File: src/rtl/seq_multiplier.sv
// Sequential shift-and-add multiplier: WIDTH x WIDTH -> 2*WIDTH, unsigned or signed.
// Signed operands are multiplied as magnitudes; the result is negated at the end.
module seq_multiplier #(
  parameter int unsigned WIDTH = 4
) (
  input  logic               clk,
  input  logic               rst,
  input  logic               start,
  input  logic               signed_mode,
  input  logic [WIDTH-1:0]   a,
  input  logic [WIDTH-1:0]   b,
  output logic               busy,
  output logic               done,
  output logic [2*WIDTH-1:0] product
);

  localparam int unsigned CW = $clog2(WIDTH + 1);

  typedef enum logic [1:0] {StIdle, StCalc, StFin} state_e;

  state_e             state_q;
  logic [WIDTH-1:0]   mcand_q;
  logic [WIDTH-1:0]   mplier_q;
  logic [2*WIDTH-1:0] acc_q;
  logic [CW-1:0]      count_q;
  logic               neg_q;
  logic [WIDTH-1:0]   mag_a;
  logic [WIDTH-1:0]   mag_b;
  logic [2*WIDTH-1:0] addend;

  // Unsigned WIDTH-bit magnitude keeps the most-negative value representable.
  always_comb begin
    mag_a  = (signed_mode && a[WIDTH-1]) ? (~a + 1'b1) : a;
    mag_b  = (signed_mode && b[WIDTH-1]) ? (~b + 1'b1) : b;
    addend = {{WIDTH{1'b0}}, mcand_q} << count_q;
  end

  always_ff @(posedge clk or posedge rst) begin
    if (rst) begin
      state_q  <= StIdle;
      mcand_q  <= '0;
      mplier_q <= '0;
      acc_q    <= '0;
      count_q  <= '0;
      neg_q    <= 1'b0;
      busy     <= 1'b0;
      done     <= 1'b0;
      product  <= '0;
    end else begin
      done <= 1'b0;
      unique case (state_q)
        StIdle: begin
          if (start) begin
            mcand_q  <= mag_a;
            mplier_q <= mag_b;
            neg_q    <= signed_mode & (a[WIDTH-1] ^ b[WIDTH-1]);
            acc_q    <= '0;
            count_q  <= '0;
            busy     <= 1'b1;
            state_q  <= StCalc;
          end
        end
        StCalc: begin
          if (mplier_q[0]) begin
            acc_q <= acc_q + addend;
          end
          mplier_q <= mplier_q >> 1;
          count_q  <= count_q + 1'b1;
          if (count_q == CW'(WIDTH - 1)) begin
            state_q <= StFin;
          end
        end
        StFin: begin
          product <= neg_q ? (~acc_q + 1'b1) : acc_q;
          done    <= 1'b1;
          busy    <= 1'b0;
          state_q <= StIdle;
        end
        default: state_q <= StIdle;
      endcase
    end
  end

endmodule

File: config.mk
export PLATFORM = sky130hd
export DESIGN_NAME = seq_multiplier
export DESIGN_NICKNAME = d
export VERILOG_FILES = /design/src/rtl/seq_multiplier.sv
export SDC_FILE = /design/constraint.sdc
export NUM_CORES = 1
export LEC_CHECK = 0
export ABC_AREA = 1
export CAP_MARGIN = 10
export CORE_ASPECT_RATIO = 1.5
export CORE_MARGIN = 1.5
export CORE_UTILIZATION = 50
export DETAILED_ROUTE_END_ITERATION = 10
export PLACE_DENSITY = 0.72
export SYNTH_ARGS = -nofsm -noshare
export SYNTH_HDL_FRONTEND = slang
export SYNTH_SLANG_ARGS = --single-unit
export TNS_END_PERCENT = 10
File: constraint.sdc
create_clock -name clk -period 2.4 [get_ports clk]
set_clock_uncertainty 0.15 [all_clocks]
set_input_delay 0.24 -clock clk [delete_from_list [all_inputs] [get_ports clk]]
set_output_delay 0.24 -clock clk [all_outputs]
set_load 0.02 [all_outputs]
# After elaboration in Yosys (flattened, before gate mapping)

Cells that the tools add are included.
W data, S select, Z words.

Register bits: 32
Input port bits: 12
Word-level logic and storage cells: 52

$add $sub $neg: 5
Eq/ne operators: 6
Shift-type cells: 1
Mux-type cells: 16
Bitwise operators: 5
Reductions and logical operators: 10

Operators with widths:

| kind                  | number |
|---|---|
| $mux W8               | 3 |
| $pmux W8 S2           | 1 |
| $mux W4               | 3 |
| $add A4 B1 Y4 const B | 2 |
| $add A8 B1 Y8 const B | 1 |
| $add A8 B8 Y8         | 1 |
| $not A4 Y4            | 2 |
| $not A8 Y8            | 1 |
| $pmux W4 S2           | 1 |
| $reduce_and A2 Y1     | 4 |
| $shl A4 B3 Y8         | 1 |
| $ne A2 B2 Y1 const B  | 3 |
| $pmux W3 S2           | 1 |
| $mux W2               | 2 |
| $pmux W2 S2           | 1 |
| $reduce_bool A2 Y1    | 2 |
| $add A3 B1 Y3 const B | 1 |
| $eq A3 B2 Y1 const B  | 1 |
| $mux W3               | 1 |
| $reduce_and A3 Y1     | 1 |
| $eq A2 B1 Y1 const B  | 1 |
| $eq A2 B2 Y1 const B  | 1 |
| $logic_and A1 B1 Y1   | 2 |
| $logic_not A2 Y1      | 1 |
| other kinds (4)       | 5 |

# Depth between registers and ports, before layout

Depth in word-level cells: 5
Mapped depth: 15

# Worst setup path before layout

OpenSTA, ideal clock, no wires.

Kind: register to register
From: register count_q[0]
To: register acc_q[7]
Setup time: 0.117 ns
Arrival time: 1.775 ns
Data required time: 2.133 ns
Setup slack: 0.358 ns
Cell stages (with the launch flop): 13
Clock period less this slack: 2.042 ns
Path through: dfrtp_1 > inv_1 > nand2_1 > nand2_1 > o21ai_0 > nor2_1 > ha_1 > a21oi_1 > nand2_1 > a21oi_1 > nand3_1 > nand3_1 > nand2_1

Longest elaborated chain between the ends: 4

Ends and longest elaborated chain:

| element                  | line | text |
|---|---|---|
| start: declaration       | 25   | `logic [CW-1:0] count_q;` |
| start signal: assignment | 68   | `count_q <= count_q + 1'b1;` |
| $shl A4 B3 Y8            | 35   | `addend = {{WIDTH{1'b0}}, mcand_q} << count_q;` |
| $add A8 B8 Y8            | 65   | `acc_q <= acc_q + addend;` |
| $mux W8                  | 64   | `if (mplier_q[0]) begin` |
| $pmux W8 S2              | 51   | `unique case (state_q)` |
| end signal: assignment   | 65   |  |
| end: declaration         | 24   | `logic [2*WIDTH-1:0] acc_q;` |

No other way between the ends. The select of a mux whose other input is x is not followed.
A chain may end at the register's enable or synchronous reset.

# Worst setup path in the final report

Same ends and word-level chain as after synthesis.

==> impl_metrics.env <==
export IMPL_synth_seq_cells=32
export IMPL_drive_above_1_share_pct=7.72
export IMPL_cts_tree="yes"
export IMPL_cts_sinks=32
export IMPL_worst_pin_slew_ns=0.419
export IMPL_post_synth_top_area_cell="dfrtp_1"
export IMPL_wl_per_cell_um=13.1
export IMPL_start_util_pct=53.2
export IMPL_ys_types=28
export IMPL_grt_pass1_vias=1810
export IMPL_wirelength_um=4310
export IMPL_synth_top_area_share_pct=40.1
export IMPL_route_detailed_drc=0
export IMPL_drtAntennaViolNets=0
export IMPL_drtPass1Iterations=5
export IMPL_dp_cells=319
export IMPL_slew_viol_final=0
export IMPL_cp_startpoint="count_q[0]$_DFFE_PP0P_"
export IMPL_timing_slew_headroom_pct=72.1
export IMPL_path_clk_slew_ns=0.07
export IMPL_p_leak_nw=1.18
export IMPL_h_tree_depth=2
export IMPL_grt_pass1_wl_um=7580
export IMPL_vdd_ir_drop_max_mv=0.821
export IMPL_min_period_ns=2.17
export IMPL_setup_tns_ns=0
export IMPL_yosys_warnings=0
export IMPL_diodes=0
export IMPL_path_cells="inv_1, nand2_1, nand2_1, o21ai_1, nor2_1, ha_1, a21oi_1, nand2_1, a21oi_2, nand3_1, nand3_1, nand2_1"
export IMPL_r2r_start="count_q[0]$_DFFE_PP0P_"
export IMPL_layout_nets=309
export IMPL_syn_area_per_cell_um2=7.77
export IMPL_synth_nets=282
export IMPL_cap_violations=0
export IMPL_netlist_instances=257
export IMPL_fmax_mhz=461
export IMPL_rows=27
export IMPL_final_period_utilization_pct=90.3
export IMPL_place_gp_congestion=0.891
export IMPL_grt_usage_pct=24.0
export IMPL_yosysSeqAreaShare_pct=40.1
export IMPL_critPathMaxStageDelay_ns=0.43
export IMPL_setup_violations=0
export IMPL_cp_common_cell="nand2_1"
export IMPL_insertion_delay_ns=0.28
export IMPL_path_class="reg2reg"
export IMPL_io_buffers=21
export IMPL_synthTopCellsByArea="dfrtp_1, nand2_1, ha_1"
export IMPL_hold_buffers=0
export IMPL_endpoint_kind="register"
export IMPL_hold_class="in2async"
export IMPL_die_area_um2=4390
export IMPL_vias=1765
export IMPL_slowest_stage="dfrtp_2"
export IMPL_arrival_ns=2.20
export IMPL_io_pins=22
export IMPL_antenna_found_initial=0
export IMPL_overflow=0
export IMPL_numCtsBuffers=5
export IMPL_status="finished, final reports clean"
export IMPL_cp_required_ns=2.43
export IMPL_rsz0062_at_grt="no"
export IMPL_avgViaCountPerCell=5.38
export IMPL_hpwlAfterDp_um=3330
export IMPL_worstSetupStartpointType="register"
export IMPL_root_buffer="clkbuf_8"
export IMPL_die_width_um=54.6
export IMPL_final_fill_count=329
export IMPL_netlist_area_um2=2000
export IMPL_syn_to_final_growth_pct=17.9
export IMPL_cp_max_fo=6
export IMPL_core_area_um2=3750
export IMPL_fin_cells=328
export IMPL_drt_iter0_markers=51
export IMPL_clockBufferDepth=2
export IMPL_hold_viol=0
export IMPL_grt_max_degree=33
export IMPL_fp_dieH_um=80.4
export IMPL_p_per_area_nw_per_um2=1280
## worst max-delay path, delay by kind of cell, from the launching register on
| family | cells | cell delay [ns] |
|---|---|---|
| adders and majority gates | 1 | 0.31 |
| buffers and inverters | 1 | 0.11 |
| AOI/OAI and AO/OA | 3 | 0.41 |
| and+or+nand+nor | 7 | 0.64 |
| DFF | 1 | 0.43 |
## kinds of logic (layout without fill, tap and decap cells)
family | count (synthesis) | in the layout | share of synthesized area [%]
AO/OA/AOI/OAI | 46 | 46 | 13.5
AND/OR/NAND/NOR | 120 | 120 | 27.1
flip-flops | 32 | 32 | 40.1
adder cells (fa/ha/maj) | 13 | 13 | 8.53
XOR/XNOR | 6 | 6 | 2.63
buffers and inverters | 40 | 68 | 8.15
## layer usage
metal / up-vias / track usage (%) / share of wire (%)
met4: 0 / 14.2 / 4.8
met1: 829 / 24.6 / 39
li1: 887 / - / -
met3: 16 / 4.28 / 2.5
met5: - / 0 / 0
met2: 33 / 42.6 / 54
## power by group
group          internal, W  leakage, nW  total [W]  switching [W]
Combinational     0.000620        0.725    0.00162        0.00100
Clock             0.000233       0.0445   0.000428       0.000196
Sequential        0.000752        0.409   0.000967       0.000215
Total              0.00160         1.18    0.00302        0.00141
## timing repair
action,CTS,global route
buffers inserted,0,1
gates resized for setup,0,3
setup endpoints to repair,0,3
## synthesized netlist by cell type
library cell and instances:
nand2_1 74, dfrtp_1 32, inv_1 32, nor2_1 20, nand3_1 16, o21ai_0 16, ha_1 12, a21oi_1 10
o22ai_1 6, o21ai_1 5, inv_2 4, xor2_1 4, nor3_1 3, a22oi_1 2, buf_2 2, nand4_1 2
nor2_4 2, nor2_8 2, o211ai_1 2, o21bai_1 2, xnor2_1 2, a21oi_4 1, a31oi_1 1, buf_6 1
fa_1 1, inv_4 1, nand3_4 1, o221ai_1 1
## final timing paths
kind	endpoint	slack [ns]	depth (start not counted)
max	acc_q[7]$_DFFE_PP0P_	0.23	12
min	product[4]$_DFFE_PP0P_	0.19	3
max reg2reg	acc_q[7]$_DFFE_PP0P_	0.23	12
min reg2reg	product[6]$_DFFE_PP0P_	0.33	2
max in group asynchronous	count_q[0]$_DFFE_PP0P_	1.58	3
min in group clk	product[6]$_DFFE_PP0P_	0.33	2
## through the flow
step / total power (W) / utilization [%] / setup WS [ns] / hold slack [ns] / instance area (um2)
finish: 0.00302 / 62.7 / 0.233 / 0.190 / 2350
global route: 0.00330 / 62.7 / 0.00574 / 0.257 / 2350
detailed placement: 0.00256 / 59.9 / 0.143 / 0.315 / 2250
floorplan: 0.00212 / - / 0.358 / 0.206 / 2000
global placement: 0.00252 / 59.9 / 0.223 / 0.303 / 2250
CTS: 0.00301 / 62.4 / 0.0653 / 0.207 / 2340
## placed cells by master (no fill, tap or decap), types with 2 or more instances in the layout
| cell type | netlist | layout |
|---|---|---|
| a21oi_1 | 10 | 9 |
| a22oi_1 | 2 | 2 |
| buf_4 | 0 | 2 |
| clkbuf_8 | 0 | 6 |
| clkdlybuf4s50_1 | 0 | 21 |
| dfrtp_1 | 32 | 31 |
| ha_1 | 12 | 12 |
| inv_1 | 32 | 32 |
| inv_2 | 4 | 4 |
| nand2_1 | 74 | 74 |
| nand3_1 | 16 | 16 |
| nand4_1 | 2 | 2 |
| nor2_1 | 20 | 20 |
| nor2_4 | 2 | 2 |
| nor2_8 | 2 | 2 |
| nor3_1 | 3 | 3 |
| o211ai_1 | 2 | 2 |
| o21ai_0 | 16 | 15 |
| o21ai_1 | 5 | 6 |
| o21bai_1 | 2 | 2 |
| o22ai_1 | 6 | 6 |
| xnor2_1 | 2 | 2 |
| xor2_1 | 4 | 4 |
## flip-flops by register name, indices dropped and copies added, names as in the netlist
name,flops
mplier_q,4
count_q,3
mcand_q,4
state_q,2
busy,1
product,8
acc_q,8
done,1
neg_q,1
## cell type report
class | count | area, um2 | share of cell area, %
Clock buffer | 7 | 86.3 | 3.67
Clock inverter | 1 | 7.51 | 0.319
Inverter | 37 | 141 | 6.01
Multi-Input combinational cell | 185 | 1040 | 44.0
Sequential cell | 32 | 802 | 34.1
Tap cell | 43 | 53.8 | 2.29
Timing Repair Buffer | 23 | 225 | 9.57
No activity file was read; power rests on OpenSTA's default activity.
